`config.mk`:
```
export PLATFORM = sky130hd
export DESIGN_NAME = csr_timer_int
export DESIGN_NICKNAME = d
export VERILOG_FILES = /design/src/rtl/csr_timer_int_pkg.sv /design/src/rtl/csr_timer_int_timer.sv /design/src/rtl/csr_timer_int.sv
export SDC_FILE = /design/constraint.sdc
export NUM_CORES = 1
export LEC_CHECK = 0
export CORE_MARGIN = 2
export CORE_UTILIZATION = 35
export CTS_BUF_LIST = sky130_fd_sc_hd__clkbuf_4 sky130_fd_sc_hd__clkbuf_8 sky130_fd_sc_hd__clkbuf_16
export DETAILED_ROUTE_END_ITERATION = 12
export SETUP_SLACK_MARGIN = 0.15
export SLEW_MARGIN = 15
export SYNTH_ARGS = -nofsm -noshare
export SYNTH_HDL_FRONTEND = slang
export SYNTH_SLANG_ARGS = --single-unit
```
`constraint.sdc`:
```
create_clock -name clk -period 3.5 [get_ports clk]
set_input_delay 0.525 -clock clk [delete_from_list [all_inputs] [get_ports clk]]
set_output_delay 0.525 -clock clk [all_outputs]
set_load 0.05 [all_outputs]
```
`src/rtl/csr_timer_int_pkg.sv`:
```
// Shared CSR addresses, field positions, writable-bit masks and timer state
// encoding for the csr_timer_int block.
package csr_timer_int_pkg;

  localparam logic [13:0] CSR_CRMD      = 14'h000;
  localparam logic [13:0] CSR_PRMD      = 14'h001;
  localparam logic [13:0] CSR_ECFG      = 14'h004;
  localparam logic [13:0] CSR_ESTAT     = 14'h005;
  localparam logic [13:0] CSR_ERA       = 14'h006;
  localparam logic [13:0] CSR_BADV      = 14'h007;
  localparam logic [13:0] CSR_EENTRY    = 14'h00c;
  localparam logic [13:0] CSR_SAVE_BASE = 14'h030;
  localparam logic [13:0] CSR_TID       = 14'h040;
  localparam logic [13:0] CSR_TCFG      = 14'h041;
  localparam logic [13:0] CSR_TVAL      = 14'h042;
  localparam logic [13:0] CSR_TICLR     = 14'h044;

  // Software-writable bits; every other bit is read-only or hardware-owned.
  localparam logic [31:0] CRMD_RW   = 32'h0000_001f;
  localparam logic [31:0] PRMD_RW   = 32'h0000_0007;
  localparam logic [31:0] ECFG_RW   = 32'h0000_1bff;
  localparam logic [31:0] ESTAT_RW  = 32'h0000_0003;
  localparam logic [31:0] EENTRY_RW = 32'hffff_ffc0;

  localparam logic [31:0] CRMD_RESET = 32'h0000_0008;

  localparam int CRMD_IE         = 2;
  localparam int IS_RSVD         = 10;
  localparam int IS_TIMER        = 11;
  localparam int IS_IPI          = 12;
  localparam int ESTAT_ECODE_LSB = 16;
  localparam int ESTAT_ESUB_LSB  = 22;
  localparam int TCFG_EN         = 0;
  localparam int TCFG_PERIODIC   = 1;

  localparam logic [5:0] ECODE_ADEF = 6'h08;
  localparam logic [5:0] ECODE_ALE  = 6'h09;

  typedef enum logic {
    TMR_IDLE = 1'b0,
    TMR_RUN  = 1'b1
  } tmr_state_e;

  function automatic logic [31:0] csr_merge(input logic [31:0] old_v,
                                            input logic [31:0] mask,
                                            input logic [31:0] val);
    return (mask & val) | (~mask & old_v);
  endfunction

  function automatic logic [31:0] csr_apply(input logic [31:0] old_v,
                                            input logic [31:0] mask,
                                            input logic [31:0] val,
                                            input logic [31:0] rw);
    return (csr_merge(old_v, mask, val) & rw) | (old_v & ~rw);
  endfunction

endpackage

```
`src/rtl/csr_timer_int_timer.sv`:
```
// Countdown timer: holds TCFG, runs an IDLE/RUN FSM over the counter and
// produces a one-cycle fire pulse while RUN sees the counter at zero.
module csr_timer_int_timer
  import csr_timer_int_pkg::*;
#(
  parameter int TIMER_W = 32
) (
  input  logic               clk,
  input  logic               resetn,
  input  logic               tcfg_we_i,
  input  logic [TIMER_W-1:0] tcfg_wdata_i,
  output logic [TIMER_W-1:0] tcfg_o,
  output logic [31:0]        tval_o,
  output logic               fire_o
);

  tmr_state_e         state_q, state_d;
  logic [TIMER_W-1:0] tcfg_q, tcfg_d;
  logic [TIMER_W-1:0] cnt_q, cnt_d;
  logic               cnt_zero;

  assign cnt_zero = (cnt_q == '0);

  always_ff @(posedge clk or negedge resetn) begin
    if (!resetn) begin
      state_q <= TMR_IDLE;
      tcfg_q  <= '0;
      cnt_q   <= '1;
    end else begin
      state_q <= state_d;
      tcfg_q  <= tcfg_d;
      cnt_q   <= cnt_d;
    end
  end

  // A TCFG write always wins over the running count, including on a zero cycle.
  always_comb begin
    state_d = state_q;
    tcfg_d  = tcfg_q;
    cnt_d   = cnt_q;
    if (tcfg_we_i) begin
      tcfg_d = tcfg_wdata_i;
      if (tcfg_wdata_i[TCFG_EN]) begin
        cnt_d   = {tcfg_wdata_i[TIMER_W-1:2], 2'b00};
        state_d = TMR_RUN;
      end else begin
        state_d = TMR_IDLE;
      end
    end else if (state_q == TMR_RUN) begin
      if (!cnt_zero) begin
        cnt_d = cnt_q - TIMER_W'(1);
      end else if (tcfg_q[TCFG_PERIODIC]) begin
        cnt_d = {tcfg_q[TIMER_W-1:2], 2'b00};
      end else begin
        cnt_d   = '1;
        state_d = TMR_IDLE;
      end
    end
  end

  always_comb begin
    fire_o                 = (state_q == TMR_RUN) && cnt_zero;
    tcfg_o                 = tcfg_q;
    tval_o                 = '0;
    tval_o[TIMER_W-1:0]    = cnt_q;
  end

endmodule

```
`src/rtl/csr_timer_int.sv`:
```
// LoongArch CSR file: exception entry/return state, interrupt sampling,
// SAVE scratch registers, countdown timer and a registered interrupt request.
module csr_timer_int
  import csr_timer_int_pkg::*;
#(
  parameter int          TIMER_W    = 32,
  parameter int          HW_INT_NUM = 8,
  parameter int          SAVE_NUM   = 4,
  parameter logic [31:0] CORE_ID    = 32'h0
) (
  input  logic                  clk,
  input  logic                  resetn,
  input  logic                  csr_we,
  input  logic [13:0]           csr_num,
  input  logic [31:0]           csr_wmask,
  input  logic [31:0]           csr_wvalue,
  input  logic [13:0]           csr_raddr,
  output logic [31:0]           csr_rvalue,
  output logic [31:0]           ex_entry,
  output logic [31:0]           ex_exit,
  output logic                  has_int,
  input  logic                  ertn_flush,
  input  logic                  wb_ex,
  input  logic [5:0]            wb_ecode,
  input  logic [8:0]            wb_esubcode,
  input  logic [31:0]           wb_pc,
  input  logic [31:0]           wb_vaddr,
  input  logic [HW_INT_NUM-1:0] hw_int_in,
  input  logic                  ipi_int_in
);

  logic [31:0] crmd_q, crmd_d, prmd_q, prmd_d, ecfg_q, ecfg_d, estat_q, estat_d;
  logic [31:0] era_q, era_d, badv_q, badv_d, eentry_q, eentry_d, tid_q, tid_d;
  logic [31:0] save_q [SAVE_NUM];
  logic [31:0] save_d [SAVE_NUM];
  logic        has_int_q, has_int_d;

  logic [TIMER_W-1:0] tcfg_q;
  logic [31:0]        tcfg_rd, tval;
  logic               timer_fire, tcfg_we, ticlr_clr;
  logic [7:0]         hw_ext;

  assign tcfg_we   = csr_we && (csr_num == CSR_TCFG);
  assign ticlr_clr = csr_we && (csr_num == CSR_TICLR) && csr_wmask[0] && csr_wvalue[0];

  always_comb begin
    hw_ext                   = '0;
    hw_ext[HW_INT_NUM-1:0]   = hw_int_in;
    tcfg_rd                  = '0;
    tcfg_rd[TIMER_W-1:0]     = tcfg_q;
  end

  csr_timer_int_timer #(.TIMER_W(TIMER_W)) u_timer (
    .clk          (clk),
    .resetn       (resetn),
    .tcfg_we_i    (tcfg_we),
    .tcfg_wdata_i (TIMER_W'(csr_merge(tcfg_rd, csr_wmask, csr_wvalue))),
    .tcfg_o       (tcfg_q),
    .tval_o       (tval),
    .fire_o       (timer_fire)
  );

  always_comb begin
    crmd_d = crmd_q; prmd_d = prmd_q; ecfg_d = ecfg_q; estat_d = estat_q;
    era_d = era_q; badv_d = badv_q; eentry_d = eentry_q; tid_d = tid_q;
    save_d = save_q;
    // Registers also updated by wb_ex/ertn_flush drop a same-cycle software write.
    if (csr_we) begin
      case (csr_num)
        CSR_CRMD:   if (!wb_ex && !ertn_flush) crmd_d = csr_apply(crmd_q, csr_wmask, csr_wvalue, CRMD_RW);
        CSR_PRMD:   if (!wb_ex) prmd_d = csr_apply(prmd_q, csr_wmask, csr_wvalue, PRMD_RW);
        CSR_ECFG:   ecfg_d = csr_apply(ecfg_q, csr_wmask, csr_wvalue, ECFG_RW);
        CSR_ESTAT:  if (!wb_ex) estat_d = csr_apply(estat_q, csr_wmask, csr_wvalue, ESTAT_RW);
        CSR_ERA:    if (!wb_ex) era_d = csr_merge(era_q, csr_wmask, csr_wvalue);
        CSR_BADV:   if (!wb_ex) badv_d = csr_merge(badv_q, csr_wmask, csr_wvalue);
        CSR_EENTRY: eentry_d = csr_apply(eentry_q, csr_wmask, csr_wvalue, EENTRY_RW);
        CSR_TID:    tid_d = csr_merge(tid_q, csr_wmask, csr_wvalue);
        default: ;
      endcase
      for (int i = 0; i < SAVE_NUM; i++) begin
        if (csr_num == CSR_SAVE_BASE + 14'(i)) save_d[i] = csr_merge(save_q[i], csr_wmask, csr_wvalue);
      end
    end
    estat_d[9:2]     = hw_ext;
    estat_d[IS_RSVD] = 1'b0;
    estat_d[IS_TIMER] = timer_fire | (estat_q[IS_TIMER] & ~ticlr_clr);
    estat_d[IS_IPI]  = ipi_int_in;
    if (ertn_flush && !wb_ex) crmd_d[2:0] = prmd_q[2:0];
    if (wb_ex) begin
      prmd_d[2:0] = crmd_q[2:0];
      crmd_d[2:0] = 3'b000;
      era_d       = wb_pc;
      estat_d[ESTAT_ECODE_LSB +: 6] = wb_ecode;
      estat_d[ESTAT_ESUB_LSB +: 9]  = wb_esubcode;
      if (wb_ecode == ECODE_ADEF || wb_ecode == ECODE_ALE) badv_d = wb_vaddr;
    end
    has_int_d = ~wb_ex & crmd_q[CRMD_IE] & (|(estat_q[12:0] & ecfg_q[12:0]));
  end

  always_ff @(posedge clk or negedge resetn) begin
    if (!resetn) begin
      crmd_q <= CRMD_RESET; prmd_q <= '0; ecfg_q <= '0; estat_q <= '0;
      era_q <= '0; badv_q <= '0; eentry_q <= '0; tid_q <= CORE_ID;
      has_int_q <= 1'b0;
      for (int i = 0; i < SAVE_NUM; i++) save_q[i] <= '0;
    end else begin
      crmd_q <= crmd_d; prmd_q <= prmd_d; ecfg_q <= ecfg_d; estat_q <= estat_d;
      era_q <= era_d; badv_q <= badv_d; eentry_q <= eentry_d; tid_q <= tid_d;
      has_int_q <= has_int_d;
      save_q <= save_d;
    end
  end

  always_comb begin
    csr_rvalue = '0;
    case (csr_raddr)
      CSR_CRMD:   csr_rvalue = crmd_q;
      CSR_PRMD:   csr_rvalue = prmd_q;
      CSR_ECFG:   csr_rvalue = ecfg_q;
      CSR_ESTAT:  csr_rvalue = estat_q;
      CSR_ERA:    csr_rvalue = era_q;
      CSR_BADV:   csr_rvalue = badv_q;
      CSR_EENTRY: csr_rvalue = eentry_q;
      CSR_TID:    csr_rvalue = tid_q;
      CSR_TCFG:   csr_rvalue = tcfg_rd;
      CSR_TVAL:   csr_rvalue = tval;
      default: ;
    endcase
    for (int i = 0; i < SAVE_NUM; i++) begin
      if (csr_raddr == CSR_SAVE_BASE + 14'(i)) csr_rvalue = save_q[i];
    end
  end

  assign ex_entry = eentry_q;
  assign ex_exit  = era_q;
  assign has_int  = has_int_q;

endmodule

```
## After elaboration in Yosys (flattened, before gate mapping)

Index checks and enable logic that the tools add are counted.

- Multiplexer cells: 34
- Reduce and logical (&&, ||, !) cells: 37
- Add/sub/neg operators: 1
- Equal/unequal tests: 29
- Bitwise operators: 40

Operators with widths:

| operator | number |
|---|---|
| $mux W32 | 17 |
| $and A32 B32 Y32 | 10 |
| $pmux W32 S10 | 1 |
| $or A32 B32 Y32 | 9 |
| $eq A14 B3 Y1 const B | 8 |
| $eq A14 B6 Y1 const B | 8 |
| $eq A14 B7 Y1 const B | 6 |
| $mux W31 | 2 |
| $logic_not A32 Y1 | 1 |
| $not A32 Y32 | 1 |
| $or A13 B32 Y32 | 1 |
| $or A2 B32 Y32 | 1 |
| $or A3 B32 Y32 | 1 |
| $or A32 B6 Y32 | 1 |
| $or A5 B32 Y32 | 1 |
| $sub A32 B1 Y32 const B | 1 |
| $eq A14 B1 Y1 const B | 2 |
| $eq A14 B4 Y1 const B | 2 |
| $logic_not A14 Y1 | 2 |
| $and A13 B13 Y13 | 2 |
| $mux W3 | 8 |
| $reduce_and A2 Y1 | 11 |
| $mux W15 | 1 |
| $or A13 B13 Y13 | 1 |
| 19 further kinds | 43 |

- Logic and storage cells: 161
- Output and inout port bits: 97
- Bits of input ports: 185
- Bits in registers: 449

## Logic depth before layout (Yosys ltp)

Gate-level depths: netlist of the first run.

- Word-level depth: 9
- Mapped depth: 11
- Depth with buffers taken out: 8

## Hierarchy

Synthesis of the first run repeated with hierarchy kept, for this count alone.

- Cells, all modules: 2178
- Area total of the unflattened synthesis: 20747.4 sq um

By module, submodules not included:

| module | seq. area each (sq um) | instances | cells each | area each (sq um) |
|---|---|---|---|---|
| csr_timer_int | 7458.4 | 1 | 1788 | 17151.4 |
| csr_timer_int_timer | 1666.6 | 1 | 390 | 3595.9 |

## Worst setup path after synthesis of the first run

No wires, ideal clock.

- Path kind: input to output
- Start: in csr_raddr[4]
- End: out csr_rvalue[9]
- Data arrival time: 3.397 ns
- Path slack: -0.422 ns
- Stages on the path: 7
- Cells stage by stage: clkbuf_1 nor4bb_1 nand4_1 nor2_1 a221o_1 a221oi_1 a311oi_1

- Longest elaborated chain between the ends: 6

Ends and longest elaborated chain:

| element | RTL line | RTL |
|---|---|---|
| start: declaration | csr_timer_int.sv:17 | `input logic [13:0] csr_raddr,` |
| $eq A14 B7 Y1, or another cell as far along | csr_timer_int.sv:116 | `case (csr_raddr)` |
| $pmux W32 S10 | csr_timer_int.sv:116 |  |
| $mux W32 (3 in a row) | csr_timer_int.sv:130 | `if (csr_raddr == CSR_SAVE_BASE + 14'(i)) csr_rvalue = save_q[i];` |
| $mux W32 (*) | csr_timer_int.sv:130 |  |
| end: declaration | csr_timer_int.sv:18 | `output logic [31:0] csr_rvalue,` |

Every way passes the cells marked *; elsewhere a longest branch is shown, timed or not.

## Worst setup path after layout of the first run

- Start: in csr_raddr[3]
- End: out csr_rvalue[4]

The elaborated chain is that of the path after synthesis.

==> metrics.txt, run 1 <==
# TYPE chip_impl_metric gauge
chip_impl_metric{name="fmaxAchievable",unit="GHz"} 0.297
chip_impl_metric{name="via_count",unit=""} 18800
chip_impl_info{name="most_common_cell_after_layout_fill_and_taps_aside",value="dfrtp_1"} 1
chip_impl_metric{name="finalWeightedCongestion",unit=""} 0.952
chip_impl_metric{name="power_leakage",unit="nW"} 11.9
chip_impl_metric{name="tritoncts.num_buffers",unit=""} 43
chip_impl_metric{name="netlist_instances",unit=""} 2075
chip_impl_metric{name="ir_drop",unit="mV"} 0.285
chip_impl_metric{name="drtAntennaViolNets",unit=""} 0
chip_impl_info{name="min-delay-path-class",value="in -> reg"} 1
chip_impl_metric{name="placedInstanceArea",unit="sq um"} 25600
chip_impl_metric{name="drt-initial-drc-count",unit=""} 1831
chip_impl_info{name="clockRootBuffer",value="clkbuf_16"} 1
chip_impl_info{name="synthDominantAreaCellType",value="dfrtp_1"} 1
chip_impl_metric{name="clkSlewWorstSetupHoldPaths",unit="ps"} 60
chip_impl_info{name="synthTopCellsByArea",value="dfrtp_1 40%, mux2_2 14%, nand2_1 5.4%"} 1
chip_impl_metric{name="routed_wl",unit="microns"} 83700
chip_impl_metric{name="hold_slack",unit="ps"} 389
chip_impl_info{name="critical_path_start_type",value="input pin"} 1
chip_impl_metric{name="power.share.switching",unit="%"} 26.8
chip_impl_metric{name="grt.overflow.total",unit=""} 0
chip_impl_metric{name="netlist_area",unit="sq um"} 20500
chip_impl_metric{name="report.final.setup_viol",unit=""} 0
chip_impl_info{name="most-common-layout-cells",value="330 x dfrtp_1, 292 x nand2_1, 255 x mux2_2"} 1
chip_impl_metric{name="pwr_density_cell",unit="nW/um^2"} 381
chip_impl_metric{name="slew-limit-headroom",unit="%"} 48.5
chip_impl_info{name="cp-end-kind",value="primary output"} 1
chip_impl_metric{name="final.setup_skew",unit="ps"} 26.0
chip_impl_metric{name="cp_data_arrival_time",unit="ps"} 2840
chip_impl_info{name="outcome",value="finished, final reports clean"} 1
chip_impl_metric{name="maxCapViolations",unit=""} 0
chip_impl_metric{name="ioPinCount",unit=""} 282
chip_impl_metric{name="residual_drc_count",unit=""} 0
chip_impl_metric{name="synthesized_area_per_cell",unit="sq um"} 9.87
chip_impl_metric{name="via_per_inst",unit=""} 5.86
chip_impl_metric{name="floorplan.die.width",unit="microns"} 246
chip_impl_metric{name="final_area",unit="sq um"} 27400
chip_impl_metric{name="grt_first_pass_wirelength",unit="microns"} 124000
chip_impl_metric{name="fp.dieH",unit="microns"} 246
chip_impl_metric{name="synth_enable_flop_cells",unit=""} 0
chip_impl_metric{name="comb_power_share",unit="%"} 11.9
chip_impl_metric{name="yosysUniqueCellTypes",unit=""} 80
chip_impl_metric{name="area_growth_syn_to_layout",unit="%"} 33.8
chip_impl_metric{name="drive_gt1_share",unit="%"} 29.2
chip_impl_metric{name="routedWlPerCell",unit="microns"} 26.1
chip_impl_metric{name="power_share_of_the_sequential_group",unit="%"} 43.0
chip_impl_metric{name="worstMarginPinSlew",unit="ps"} 773
chip_impl_metric{name="synth_sequential_area_ratio",unit="%"} 44.5
chip_impl_info{name="synth_flop_cell",value="dfrtp_1"} 1
chip_impl_metric{name="async_reset_ff_share",unit="%"} 100
chip_impl_metric{name="clkLatencyLatePin",unit="ps"} 590
chip_impl_metric{name="post-synth-top-area-fraction",unit="%"} 40.3
chip_impl_metric{name="detailedPlace.worstSlack",unit="ps"} -382
chip_impl_metric{name="timing.critical_path.required",unit="ps"} 2970
chip_impl_metric{name="die_area",unit="sq um"} 60500
chip_impl_metric{name="drt_pass1_iterations",unit=""} 7
chip_impl_metric{name="int_pwr",unit="mW"} 7.65
chip_impl_metric{name="postSynthRegisterBits",unit=""} 363
chip_impl_info{name="tritoncts_clock_tree",value="done"} 1
chip_impl_metric{name="nNetsFinal",unit=""} 2597
chip_impl_metric{name="power.share.clock",unit="%"} 45.1
chip_impl_metric{name="number_of_global_route_vias_before_repair",unit=""} 18800
chip_impl_metric{name="dp_hpwl",unit="microns"} 60800
chip_impl_metric{name="largest_net_degree_at_the_start_of_global_routing",unit=""} 92
chip_impl_metric{name="antenna_found_initial",unit=""} 1
chip_impl_metric{name="time_the_worst_path_needs_with_i_o_delays_and_setup",unit="ps"} 3370
chip_impl_info{name="path_class",value="in -> out"} 1
chip_impl_metric{name="switchingPower",unit="mW"} 2.80
chip_impl_metric{name="numClockSinks",unit=""} 363
chip_impl_metric{name="floorplan.core_area",unit="sq um"} 57800
chip_impl_metric{name="cts-root-to-sink-buffers",unit=""} 3
chip_impl_metric{name="period_share",unit="%"} 96.3
chip_impl_metric{name="slew_violations",unit=""} 0
chip_impl_metric{name="yosys_warnings",unit=""} 0
chip_impl_metric{name="io_buffers",unit=""} 275
chip_impl_metric{name="finalHoldViolCount",unit=""} 0
chip_impl_metric{name="number_of_rows_created_at_floorplan",unit=""} 88
chip_impl_metric{name="post-route-worst-setup-slack",unit="ps"} 131
chip_impl_metric{name="htree_levels",unit=""} 2
chip_impl_metric{name="worstPathMaxFanout",unit=""} 4
chip_impl_info{name="unrepaired_setup_endpoints_after_global_routing",value="true"} 1
chip_impl_metric{name="initial_utilization",unit="%"} 35.4
chip_impl_metric{name="grtUsageTotal",unit="%"} 27.4
## sequential cells by signal (all words and copies together) (netlist names), 5 cells and up
| name | flops |
|---|---|
| ex_exit | 32 |
| save_q | 128 |
| tid_q | 32 |
| crmd_q | 5 |
| ecfg_q | 12 |
| badv_q | 32 |
| estat_q | 27 |
| ex_entry | 26 |
| u_timer.tval_o | 32 |
| u_timer.tcfg_o | 32 |
## power by group through the flow
stage	Sequential [mW]	Clock (mW)	Combinational, mW
2_1_floorplan	4.63	0	0.464
3_3_place_gp	4.57	0	1.21
3_5_place_dp	4.57	0	1.22
4_1_cts	4.50	4.78	1.23
6_report	4.50	4.72	1.24
5_1_grt	4.51	4.96	1.32
## layout make-up
type	instances	area (sq um)
clock buffers	51	1180
clock inverters	27	278
flip-flops and latches	363	9130
fillers	5371	30400
inverters	27	101
repair buffers	474	4870
well taps	765	957
multi-input cells	1501	10900
diodes	1	2.50
## worst paths after layout
check,from,end,slack [ps],depth (start not counted)
max,csr_raddr[3],csr_rvalue[4],130,10
min,hw_int_in[1],estat_q[3],390,1
max reg2reg,u_timer.tval_o[21],u_timer.tval_o[20],940,8
min reg2reg,save_q[90],save_q[90],490,1
max in group asynchronous,resetn,ex_exit[13],2050,3
min in group asynchronous,resetn,ex_exit[17],520,2
## cells in the mapped netlist, types with 24 or more instances
master      n
inv_1      26
mux2_2    255
dfstp_2    33
o22ai_1    32
nand3_1    45
a22oi_1    55
clkbuf_1  124
dfrtp_1   330
buf_1      31
a21oi_1   127
o21ai_0    73
buf_2      24
mux2i_1    98
nand2_1   296
nor2_1    122
a21boi_0   29
## critical path, cell delays in order
cell	delay, ps
dlygate4sd2_1	240
buf_6	130
or4_4	540
buf_6	140
buf_4	140
nor4_1	380
o41ai_1	180
buf_4	160
a31oi_2	210
buf_12	180
## what timing repair did
action / in CTS / in global routing
gates resized for setup: 42 / 36
hold buffers: 1 / 0
hold endpoints to repair: 58 / 0
endpoints found under the setup margin: 32 / 29
pin swaps: 5 / 15
buffers inserted: 7 / 5
## per-layer routing
| metal | vias up | wire length (microns) | GRT usage, % |
|---|---|---|---|
| li1 | 8263 | - | - |
| met1 | 9611 | 36400 | 38.3 |
| met2 | 800 | 39100 | 43.9 |
| met3 | 140 | 5650 | 3.84 |
| met4 | 0 | 2490 | 8.07 |
| met5 | - | 0 | 0 |
## cells by family (layout without fill, tap and decap cells)
kind of cell,count (synthesis),after routing,share of synthesized area [%]
AO/OA/AOI/OAI,490,490,16.3
flip-flops,363,363,44.5
other,1,7,0.0183
multiplexers,361,361,19.2
AND/OR/NAND/NOR,630,630,14.8
XOR/XNOR,12,12,0.513
buffers and inverters,216,579,4.37
adder cells (fa/ha/maj),2,2,0.122
## per-stage QoR
stage / std cells / TNS, ps / power (mW) / util [%]
4_1_cts: 3203 / 0 / 10.5 / 47.1
5_1_grt: 3208 / 0 / 10.8 / 47.4
3_3_place_gp: 3117 / -5000 / 5.78 / 44.2
2_1_floorplan: 2080 / 0 / 5.09 / -
3_5_place_dp: 3117 / -5840 / 5.79 / 44.2
6_report: 3209 / 0 / 10.5 / 47.4
Note: power is estimated with default switching activity, not from simulation.
==> run 2, diff against run 1 <==
CTS_CLUSTER_DIAMETER = 150   (was not set)
==> results of run 2 <==
The final DEF is identical to that of run 1; final timing and power are the same.
